==> src/rtl/digit_grid_pkg.sv <==
// Shared constants, types and geometry helpers for the digit grid renderer.
// Defaults describe the 24-game layout: 2 rows of 6 digit cells, in groups of 3.
package digit_grid_pkg;

  localparam int DEF_COLS         = 6;
  localparam int DEF_ROWS         = 2;
  localparam int DEF_COORD_W      = 10;
  localparam int DEF_DIGIT_W      = 4;
  localparam int DEF_X0           = 20;
  localparam int DEF_Y0           = 20;
  localparam int DEF_CELL_W       = 80;
  localparam int DEF_CELL_H       = 140;
  localparam int DEF_GAP_X        = 20;
  localparam int DEF_GAP_Y        = 40;
  localparam int DEF_GROUP        = 3;
  localparam int DEF_GROUP_GAP    = 20;
  localparam int DEF_BLINK_FRAMES = 30;

  // Width of an index able to name every one of n cells (at least 1 bit).
  function automatic int idx_width(input int n);
    return (n > 1) ? $clog2(n) : 1;
  endfunction

  localparam int NCELLS = DEF_COLS * DEF_ROWS;
  localparam int IDX_W  = idx_width(NCELLS);

  typedef logic [IDX_W-1:0] cell_idx_t;

  // Leading edge of cell i along one axis; group <= 0 means no group gaps.
  function automatic int axis_edge(input int i, input int origin, input int size,
                                   input int gap, input int group, input int group_gap);
    int e;
    e = origin + i * (size + gap);
    if (group > 0) e = e + (i / group) * group_gap;
    return e;
  endfunction

  // Left edge of column c for the default layout.
  function automatic int col_left(input int c);
    return axis_edge(c, DEF_X0, DEF_CELL_W, DEF_GAP_X, DEF_GROUP, DEF_GROUP_GAP);
  endfunction

  // Top edge of row r for the default layout (rows have no grouping).
  function automatic int row_top(input int r);
    return axis_edge(r, DEF_Y0, DEF_CELL_H, DEF_GAP_Y, 0, 0);
  endfunction

endpackage

==> src/rtl/grid_axis_decode.sv <==
// One-dimensional range decoder: which of COUNT half-open intervals holds coord,
// and the leading edge of that interval (0 when coord is in no interval).
// All interval bounds are elaboration-time constants, so each hit bit is a
// pair of constant comparisons.
module grid_axis_decode
  import digit_grid_pkg::*;
#(
  parameter int COUNT     = 6,
  parameter int ORIGIN    = 20,
  parameter int SIZE      = 80,
  parameter int GAP       = 20,
  parameter int GROUP     = 3,
  parameter int GROUP_GAP = 20,
  parameter int COORD_W   = 10
) (
  input  logic [COORD_W-1:0] coord,
  output logic [COUNT-1:0]   hit,
  output logic [COORD_W-1:0] cell_edge
);

  logic [COORD_W-1:0] edges [COUNT];

  for (genvar i = 0; i < COUNT; i++) begin : g_cell
    localparam int LO = axis_edge(i, ORIGIN, SIZE, GAP, GROUP, GROUP_GAP);
    localparam int HI = LO + SIZE;
    assign hit[i]   = (int'(coord) >= LO) && (int'(coord) < HI);
    assign edges[i] = COORD_W'(LO);
  end

  // Intervals never overlap, so at most one hit bit is set: OR-mux the edges.
  always_comb begin
    cell_edge = '0;
    for (int i = 0; i < COUNT; i++) begin
      if (hit[i]) cell_edge = cell_edge | edges[i];
    end
  end

endmodule

==> src/rtl/digit_grid_renderer.sv <==
// Digit grid locator for the VGA front end: maps each pixel to a grid cell,
// its digit, in-cell offsets and a cursor highlight. Fixed 2-cycle latency.
// Digits are double-buffered and swapped only on frame_start.
// Optional macro DIGIT_GRID_BLINK_EN: cursor highlight blinks every
// BLINK_FRAMES frames; without it the highlight is steady.
module digit_grid_renderer
  import digit_grid_pkg::*;
#(
  parameter int COLS         = DEF_COLS,
  parameter int ROWS         = DEF_ROWS,
  parameter int COORD_W      = DEF_COORD_W,
  parameter int DIGIT_W      = DEF_DIGIT_W,
  parameter int X0           = DEF_X0,
  parameter int Y0           = DEF_Y0,
  parameter int CELL_W       = DEF_CELL_W,
  parameter int CELL_H       = DEF_CELL_H,
  parameter int GAP_X        = DEF_GAP_X,
  parameter int GAP_Y        = DEF_GAP_Y,
  parameter int GROUP        = DEF_GROUP,
  parameter int GROUP_GAP    = DEF_GROUP_GAP,
  parameter int BLINK_FRAMES = DEF_BLINK_FRAMES,
  localparam int NC = COLS * ROWS,
  localparam int IW = idx_width(NC)
) (
  input  logic                    clk,
  input  logic                    rst_n,
  input  logic [COORD_W-1:0]      sx,
  input  logic [COORD_W-1:0]      sy,
  input  logic                    pix_valid,
  input  logic                    frame_start,
  input  logic [NC*DIGIT_W-1:0]   numbers_in,
  input  logic                    load_req,
  output logic                    load_ack,
  input  logic [IW-1:0]           cursor,
  output logic                    out_valid,
  output logic                    in_cell,
  output logic [IW-1:0]           cell_index,
  output logic [DIGIT_W-1:0]      number,
  output logic [COORD_W-1:0]      sx_offset,
  output logic [COORD_W-1:0]      sy_offset,
  output logic                    highlight
);

  // Combinational axis decode of the incoming pixel
  logic [COLS-1:0]    col_hit;
  logic [ROWS-1:0]    row_hit;
  logic [COORD_W-1:0] x_edge;
  logic [COORD_W-1:0] y_edge;

  grid_axis_decode #(
    .COUNT(COLS), .ORIGIN(X0), .SIZE(CELL_W), .GAP(GAP_X),
    .GROUP(GROUP), .GROUP_GAP(GROUP_GAP), .COORD_W(COORD_W)
  ) u_x_decode (
    .coord(sx), .hit(col_hit), .cell_edge(x_edge)
  );

  grid_axis_decode #(
    .COUNT(ROWS), .ORIGIN(Y0), .SIZE(CELL_H), .GAP(GAP_Y),
    .GROUP(0), .GROUP_GAP(0), .COORD_W(COORD_W)
  ) u_y_decode (
    .coord(sy), .hit(row_hit), .cell_edge(y_edge)
  );

  // Stage 1 registers
  logic [COLS-1:0]    col_hit_q;
  logic [ROWS-1:0]    row_hit_q;
  logic [COORD_W-1:0] x_edge_q;
  logic [COORD_W-1:0] y_edge_q;
  logic [COORD_W-1:0] sx_q;
  logic [COORD_W-1:0] sy_q;
  logic               valid_q;

  // Digit banks
  logic [NC*DIGIT_W-1:0] active_bank;
  logic [NC*DIGIT_W-1:0] pending_bank;
  logic                  pending_flag;

  // Cursor visibility this frame (blink phase or constant)
  logic show_cursor;

  // Stage 2 combinational terms
  logic [IW-1:0]      col_sel;
  logic [IW-1:0]      row_sel;
  logic [IW-1:0]      idx_c;
  logic [DIGIT_W-1:0] digit_c;
  logic               hit_any;

  // Stage 1: capture hit vectors, edges, raw coordinates and valid
  always_ff @(posedge clk or negedge rst_n) begin
    if (!rst_n) begin
      col_hit_q <= '0;
      row_hit_q <= '0;
      x_edge_q  <= '0;
      y_edge_q  <= '0;
      sx_q      <= '0;
      sy_q      <= '0;
      valid_q   <= 1'b0;
    end else begin
      col_hit_q <= col_hit;
      row_hit_q <= row_hit;
      x_edge_q  <= x_edge;
      y_edge_q  <= y_edge;
      sx_q      <= sx;
      sy_q      <= sy;
      valid_q   <= pix_valid;
    end
  end

  // One-hot to index conversion and active-bank digit lookup
  always_comb begin
    col_sel = '0;
    for (int c = 0; c < COLS; c++) begin
      if (col_hit_q[c]) col_sel = IW'(c);
    end
    row_sel = '0;
    for (int r = 0; r < ROWS; r++) begin
      if (row_hit_q[r]) row_sel = IW'(r);
    end
    idx_c   = IW'(int'(row_sel) * COLS + int'(col_sel));
    hit_any = (|col_hit_q) && (|row_hit_q);
    digit_c = '0;
    // Cell 0 lives in the most significant digit slot
    for (int k = 0; k < NC; k++) begin
      if (int'(idx_c) == k) digit_c = active_bank[(NC-1-k)*DIGIT_W +: DIGIT_W];
    end
  end

  // Stage 2: registered outputs, zeroed whenever the pixel misses every cell
  always_ff @(posedge clk or negedge rst_n) begin
    if (!rst_n) begin
      out_valid  <= 1'b0;
      in_cell    <= 1'b0;
      cell_index <= '0;
      number     <= '0;
      sx_offset  <= '0;
      sy_offset  <= '0;
      highlight  <= 1'b0;
    end else begin
      out_valid <= valid_q;
      if (hit_any) begin
        in_cell    <= 1'b1;
        cell_index <= idx_c;
        number     <= digit_c;
        sx_offset  <= sx_q - x_edge_q;
        sy_offset  <= sy_q - y_edge_q;
        highlight  <= (idx_c == cursor) && show_cursor;
      end else begin
        in_cell    <= 1'b0;
        cell_index <= '0;
        number     <= '0;
        sx_offset  <= '0;
        sy_offset  <= '0;
        highlight  <= 1'b0;
      end
    end
  end

  // Double-buffered digit load: swap on frame_start, ack one cycle later
  always_ff @(posedge clk or negedge rst_n) begin
    if (!rst_n) begin
      active_bank  <= '0;
      pending_bank <= '0;
      pending_flag <= 1'b0;
      load_ack     <= 1'b0;
    end else begin
      load_ack <= 1'b0;
      if (frame_start && load_req) begin
        // Request coincides with the frame boundary: bypass the pending bank
        active_bank  <= numbers_in;
        pending_flag <= 1'b0;
        load_ack     <= 1'b1;
      end else if (frame_start && pending_flag) begin
        active_bank  <= pending_bank;
        pending_flag <= 1'b0;
        load_ack     <= 1'b1;
      end else if (load_req) begin
        // A newer request simply overwrites the pending digits
        pending_bank <= numbers_in;
        pending_flag <= 1'b1;
      end
    end
  end

`ifdef DIGIT_GRID_BLINK_EN
  localparam int FCW = (BLINK_FRAMES > 1) ? $clog2(BLINK_FRAMES) : 1;

  logic [FCW-1:0] frame_cnt;
  logic           blink_phase;

  // Frame counter: toggle the blink phase every BLINK_FRAMES frames
  always_ff @(posedge clk or negedge rst_n) begin
    if (!rst_n) begin
      frame_cnt   <= '0;
      blink_phase <= 1'b0;
    end else if (frame_start) begin
      if (frame_cnt == FCW'(BLINK_FRAMES - 1)) begin
        frame_cnt   <= '0;
        blink_phase <= ~blink_phase;
      end else begin
        frame_cnt <= frame_cnt + 1'b1;
      end
    end
  end

  assign show_cursor = blink_phase;
`else
  assign show_cursor = 1'b1;
`endif

endmodule

==> config.mk <==
export PLATFORM = sky130hd
export DESIGN_NAME = digit_grid_renderer
export DESIGN_NICKNAME = d
export VERILOG_FILES = /design/src/rtl/digit_grid_pkg.sv /design/src/rtl/grid_axis_decode.sv /design/src/rtl/digit_grid_renderer.sv
export SDC_FILE = /design/constraint.sdc
export NUM_CORES = 1
export LEC_CHECK = 0
export BUFFER_PORTS_ARGS = -buffer_cell sky130_fd_sc_hd__buf_2
export CAP_MARGIN = 20
export CORE_UTILIZATION = 35
export CTS_CLUSTER_DIAMETER = 150
export DETAILED_ROUTE_END_ITERATION = 12
export GPL_TIMING_DRIVEN = 1
export PLACE_DENSITY = 0.6
export SETUP_SLACK_MARGIN = 0.15
export SYNTH_ARGS = -nofsm -noshare
export SYNTH_HDL_FRONTEND = slang
export SYNTH_SLANG_ARGS = --single-unit
==> constraint.sdc <==
create_clock -name clk -period 3.9 [get_ports clk]
set_clock_uncertainty 0.05 [all_clocks]
set_input_delay 0.78 -clock clk [delete_from_list [all_inputs] [get_ports clk]]
set_output_delay 0.78 -clock clk [all_outputs]
set_load 0.01 [all_outputs]
# Word-level counts from Yosys, hierarchy flattened
# Cells that the tools add are included.
[word_totals] ff_bits=178 out_inout_bits=32
[op_classes] n_mux=39 eq_ne=12 n_lt_le_gt_ge=16 n_mul=1 bitwise=2 reduce_logical=17 addsub=3
[op_table] operator="$mux W48" count=2
[op_table] operator="$mux W4" count=18
[op_table] operator="$eq A4 B4 Y1 const B" count=8
[op_table] operator="$lt A10 B9 Y1 const B" count=3
[op_table] operator="$mux W10" count=3
[op_table] operator="$ge A10 B5 Y1 const B" count=2
[op_table] operator="$ge A10 B8 Y1 const B" count=2
[op_table] operator="$ge A10 B9 Y1 const B" count=2
[op_table] operator="$lt A10 B10 Y1 const B" count=2
[op_table] operator="$lt A10 B8 Y1 const B" count=2
[op_table] operator="$sub A10 B10 Y10" count=2
[op_table] operator="$mux W9" count=2
[op_table] operator="$mux W8" count=2
[op_table] operator="$logic_and A1 B1 Y1" count=11
[op_table] operator="$ge A10 B10 Y1 const B" count=1
[op_table] operator="$ge A10 B7 Y1 const B" count=1
[op_table] operator="$lt A10 B7 Y1 const B" count=1
[op_table] operator="$mux W5" count=2
[op_table] operator="$mux W1" count=9
[op_table] operator="$eq A4 B3 Y1 const B" count=2
[op_table] operator="$mux W7" count=1
[op_table] operator="$reduce_or A6 Y1" count=1
[op_table] operator="$add A4 B4 Y4" count=1
[op_table] operator="$eq A4 B2 Y1 const B" count=1
[op_table] operator="other kinds (8)" count=9

# Logic depth before layout (Yosys ltp)
[depth] depth_word=20 mapped_depth=10 mapped_depth_nobuf=10

# Hierarchy
# From an unflattened synthesis, not the netlist that was laid out.
[unflattened] cells_unflattened=751 hier_area_um2=8409.3
[by_module_without_submodules] mod="digit_grid_renderer" area_each_um2=7848.8 cells_each=674 instances=1 seq_area_each_um2=4454.3
[by_module_without_submodules] mod="grid_axis_decode at u_x_decode" area_each_um2=416.6 cells_each=53 instances=1 seq_area_each_um2=0.0
[by_module_without_submodules] mod="grid_axis_decode at u_y_decode" area_each_um2=143.9 cells_each=24 instances=1 seq_area_each_um2=0.0

# Worst setup path after synthesis
# OpenSTA, ideal clock, no wires.
[synth_timing] path_kind="reg2reg" from="register x_edge_q[9] (netlist name)" to="register number[3]" stages_incl_launch_ff=11 synth_period_minus_slack_ns=2.435 t_required_ns=3.728 arrival_ns=2.264 slack_ns=1.465 setup_time_ns=0.122 n_path_buf=0 cell_sequence="dfrtp_1 -> nor2_1 -> o21a_1 -> ha_1 -> inv_1 -> fa_1 -> nand2b_1 -> nor2_1 -> a211oi_1 -> a311oi_1 -> a32o_1"
[synth_rtl] item="to (signal assigned)" line_no="digit_grid_renderer.sv:143" text="number <= digit_c;"
[synth_rtl] item="to (decl)" line_no="digit_grid_renderer.sv:38" text="output logic [DIGIT_W-1:0] number,"

==> run_results.csv <==
group,metric,value,unit
outcome,status,"completed",
cts,clkTransAtPathRegs,0.06,ns
layout,nets,857,
timing,drv_slew,0,
global_route,antenna_found_initial,0,
cts,htreeDepth,4,
die,dieArea,22300,µm²
timing,tightest_slew,0.921,ns
cts,cts_sinks,165,
global_route,grt_pass1_wl,28200,µm
worst_setup_path,required,4.16,ns
worst_setup_path,cp.arrival,3.00,ns
timing,rsz0062_at_grt,"no",
die,core_area,21200,µm²
pwr,ir_drop,0.288,mV
cts,cts_buffers,17,
detailed_routing,drt_first_pass_iters,4,
yosys,synth-edff-count,0,
worst_setup_path,worstSetupPathType,"flop to flop",
cts,root_buffer,"clkbuf_16",
layout,final_core_util,42.8,%
detailed_routing,drc,0,
global_route,grt_start_max_net_pins,77,
die,die_w,149,µm
timing,fin_crit,2.73,ns
yosys,synth-seq-cells,165,
yosys,synth-seq-area-share,54.3,%
cts,cts_tree,"yes",
yosys,synth_fp_nets,764,
yosys,ys_types,54,
timing,finalHoldViolCount,0,
timing,fin_crit_sh,70.1,%
global_route,gr-total-overflow,0,
global_route,top_usage_layer,"met2",
cts,cts_resized,0,
global_route,grt_pass1_vias,5494,
die,die_h,149,µm
detailed_routing,avgViaCountPerCell,5.02,
pwr,power.density,482,nW/µm²
cts,post_cts_buffers,0,
pwr,p_leak,4.32,nW
pwr,p_total,4.37,mW
cts,holdBufCountCts,0,
detailed_routing,drtAntennaViolNets,0,
timing,fmax,366,MHz
global_route,grt_util_all_layers,16.5,%
timing,slew_headroom,38.6,%
timing,setup_violations,0,
min_path,hold_path_class,"flop to flop",
yosys,synthArstFlopShare,100,%
global_route,met1_usage,21.9,%
yosys,yosysWarnings,0,
yosys,synth_top_flop_cell,"dfrtp_1",
place,place_hpwl,11600,µm
detailed_routing,drt-total-wl,17000,µm
timing,fin_setup_tns,0,ns
yosys,syn_area,7600,µm²
global_route,globalRouteMet3Util,4.07,%
yosys,synthTopCellsByArea,"dfrtp_1, mux2_2, a22o_1",
detailed_routing,num_vias,5282,
detailed_routing,drtIter0Drc,350,
worst_setup_path,critPathLaunchType,"flop",
job,cap_viol_max_count,0,
die,fp-row-count,53,
die,pin_count,109,
place,numPortBuffers,108,
timing,worst_hold_slack,0.299,ns
yosys,yosysTopAreaCellShare,54.3,%
yosys,synthTopCellsByCount,"dfrtp_1, nand2_1, mux2_2, nand3b_1, a22o_1",
layout,nFillCells,2007,
worst_setup_path,endpoint_kind,"flop",
die,start_util,35.9,%
global_route,grtUsageMet2,26.1,%
cts,clk_path_buf_depth,2,
yosys,netlist_instances,670,
worst_setup_path,cp_max_fo,23,
layout,area_growth,19.1,%
cts,insertion_delay,0.43,ns
yosys,syn_area_per_cell,11.3,µm²
yosys,yosys.area.top_type,"dfrtp_1",
layout,drive_above_1_share,28.1,%
yosys,yosysMostFrequentCell,"dfrtp_1",
place,placed_cells,1019,
detailed_routing,avgRoutedWirePerCell,16.2,µm
place,place_congestion,0.808,
layout,layout.cells.non_filler,1052,
==> stage by stage <==
| step | cell area [µm²] | setup WS, ns |
|---|---|---|
| 6_report | 9060 | 1.17 |
| 3_5_place_dp | 8440 | 1.16 |
| 5_1_grt | 9050 | 0.952 |
| 2_1_floorplan | 7600 | 1.46 |
| 3_3_place_gp | 8440 | 1.24 |
| 4_1_cts | 9050 | 1.15 |
==> layout make-up <==
| cell class | instances | area [µm²] | area share (%) |
|---|---|---|---|
| sequential | 165 | 4130 | 45.6 |
| multi-input combinational | 442 | 3240 | 35.8 |
| timing repair buffer | 118 | 647 | 7.14 |
| clock buffer | 18 | 439 | 4.85 |
| tap | 275 | 344 | 3.80 |
| clock inverter | 14 | 178 | 1.96 |
| inverter | 19 | 73.8 | 0.815 |
| antenna | 1 | 2.50 | 0.0276 |
==> worst max-delay path, cell delays in order, from the launching register on <==
cell,delay [ns]
dfrtp_1,0.42
nor2_1,0.24
o21a_1,0.16
ha_1,0.73
mux2_2,0.42
a211oi_1,0.25
a311oi_1,0.07
a32o_1,0.27
==> registers in the layout, summed over array words and instances, names as in the netlist, 4 cells and up <==
signal        count
pending_bank     48
sx_q             10
number            4
col_hit_q         5
sy_offset        10
x_edge_q          8
sx_offset        10
sy_q             10
cell_index        4
active_bank      48
==> report_power, final <==
| part | total (mW) | leakage, nW | switching (mW) | internal [mW] |
|---|---|---|---|---|
| Combinational | 0.625 | 1.98 | 0.317 | 0.308 |
| Sequential | 1.99 | 2.05 | 0.100 | 1.89 |
| Clock | 1.75 | 0.289 | 0.717 | 1.03 |
==> cell families (layout without fill, tap and decap cells) <==
| logic type | count (synthesis) | count (layout) | synth area share [%] |
|---|---|---|---|
| and+or+nand+nor | 239 | 239 | 16.0 |
| DFF | 165 | 165 | 54.3 |
| AOI/OAI and AO/OA | 105 | 105 | 10.9 |
| muxes | 70 | 70 | 11.1 |
| buffers and inverters | 63 | 169 | 3.34 |
| adders and majority gates | 17 | 17 | 3.09 |
| xor gates and xnor gates | 11 | 11 | 1.27 |
| other | 0 | 1 | 0 |
==> final timing paths <==
check	from	cells past startpoint	slack [ns]	end
setup / recovery	x_edge_q[9]$_DFF_PN0_	7	1.17	number[2]$_DFF_PN0_
hold / removal	valid_q$_DFF_PN0_	0	0.30	out_valid$_DFF_PN0_
hold reg to reg	valid_q$_DFF_PN0_	0	0.30	out_valid$_DFF_PN0_
max in group asynchronous	rst_n	2	2.42	active_bank[12]$_DFFE_PN0N_
min in group asynchronous	rst_n	1	0.32	sy_q[1]$_DFF_PN0_
setup reg to reg	x_edge_q[9]$_DFF_PN0_	7	1.17	number[2]$_DFF_PN0_
==> cells in the final DEF (no fill, tap or decap), types with 3 or more instances in the layout <==
cell,instances
nor2_1,28
xor2_1,4
nand2_1,111
buf_4,8
o21ai_0,9
a21oi_1,14
clkbuf_16,17
bufinv_16,3
nand3_1,3
and3_1,3
mux2i_1,12
buf_2,107
or2_2,3
a211oi_1,3
clkinv_4,4
nor2b_1,6
inv_1,18
and2_1,7
o21a_1,4
dfrtp_1,165
clkinvlp_4,4
a22o_1,48
ha_1,14
xnor2_1,7
nand2b_1,8
fa_1,3
mux4_2,6
mux2_2,52
nor3_1,5
nand3b_1,51
o31ai_1,4
==> per-layer routing <==
metal / vias up / wire length [µm]
li1: 2545 / -
met1: 2596 / 8130
met2: 121 / 7900
met3: 20 / 671
met4: 0 / 321
met5: - / 0
No activity file was read; power rests on OpenSTA's default activity.
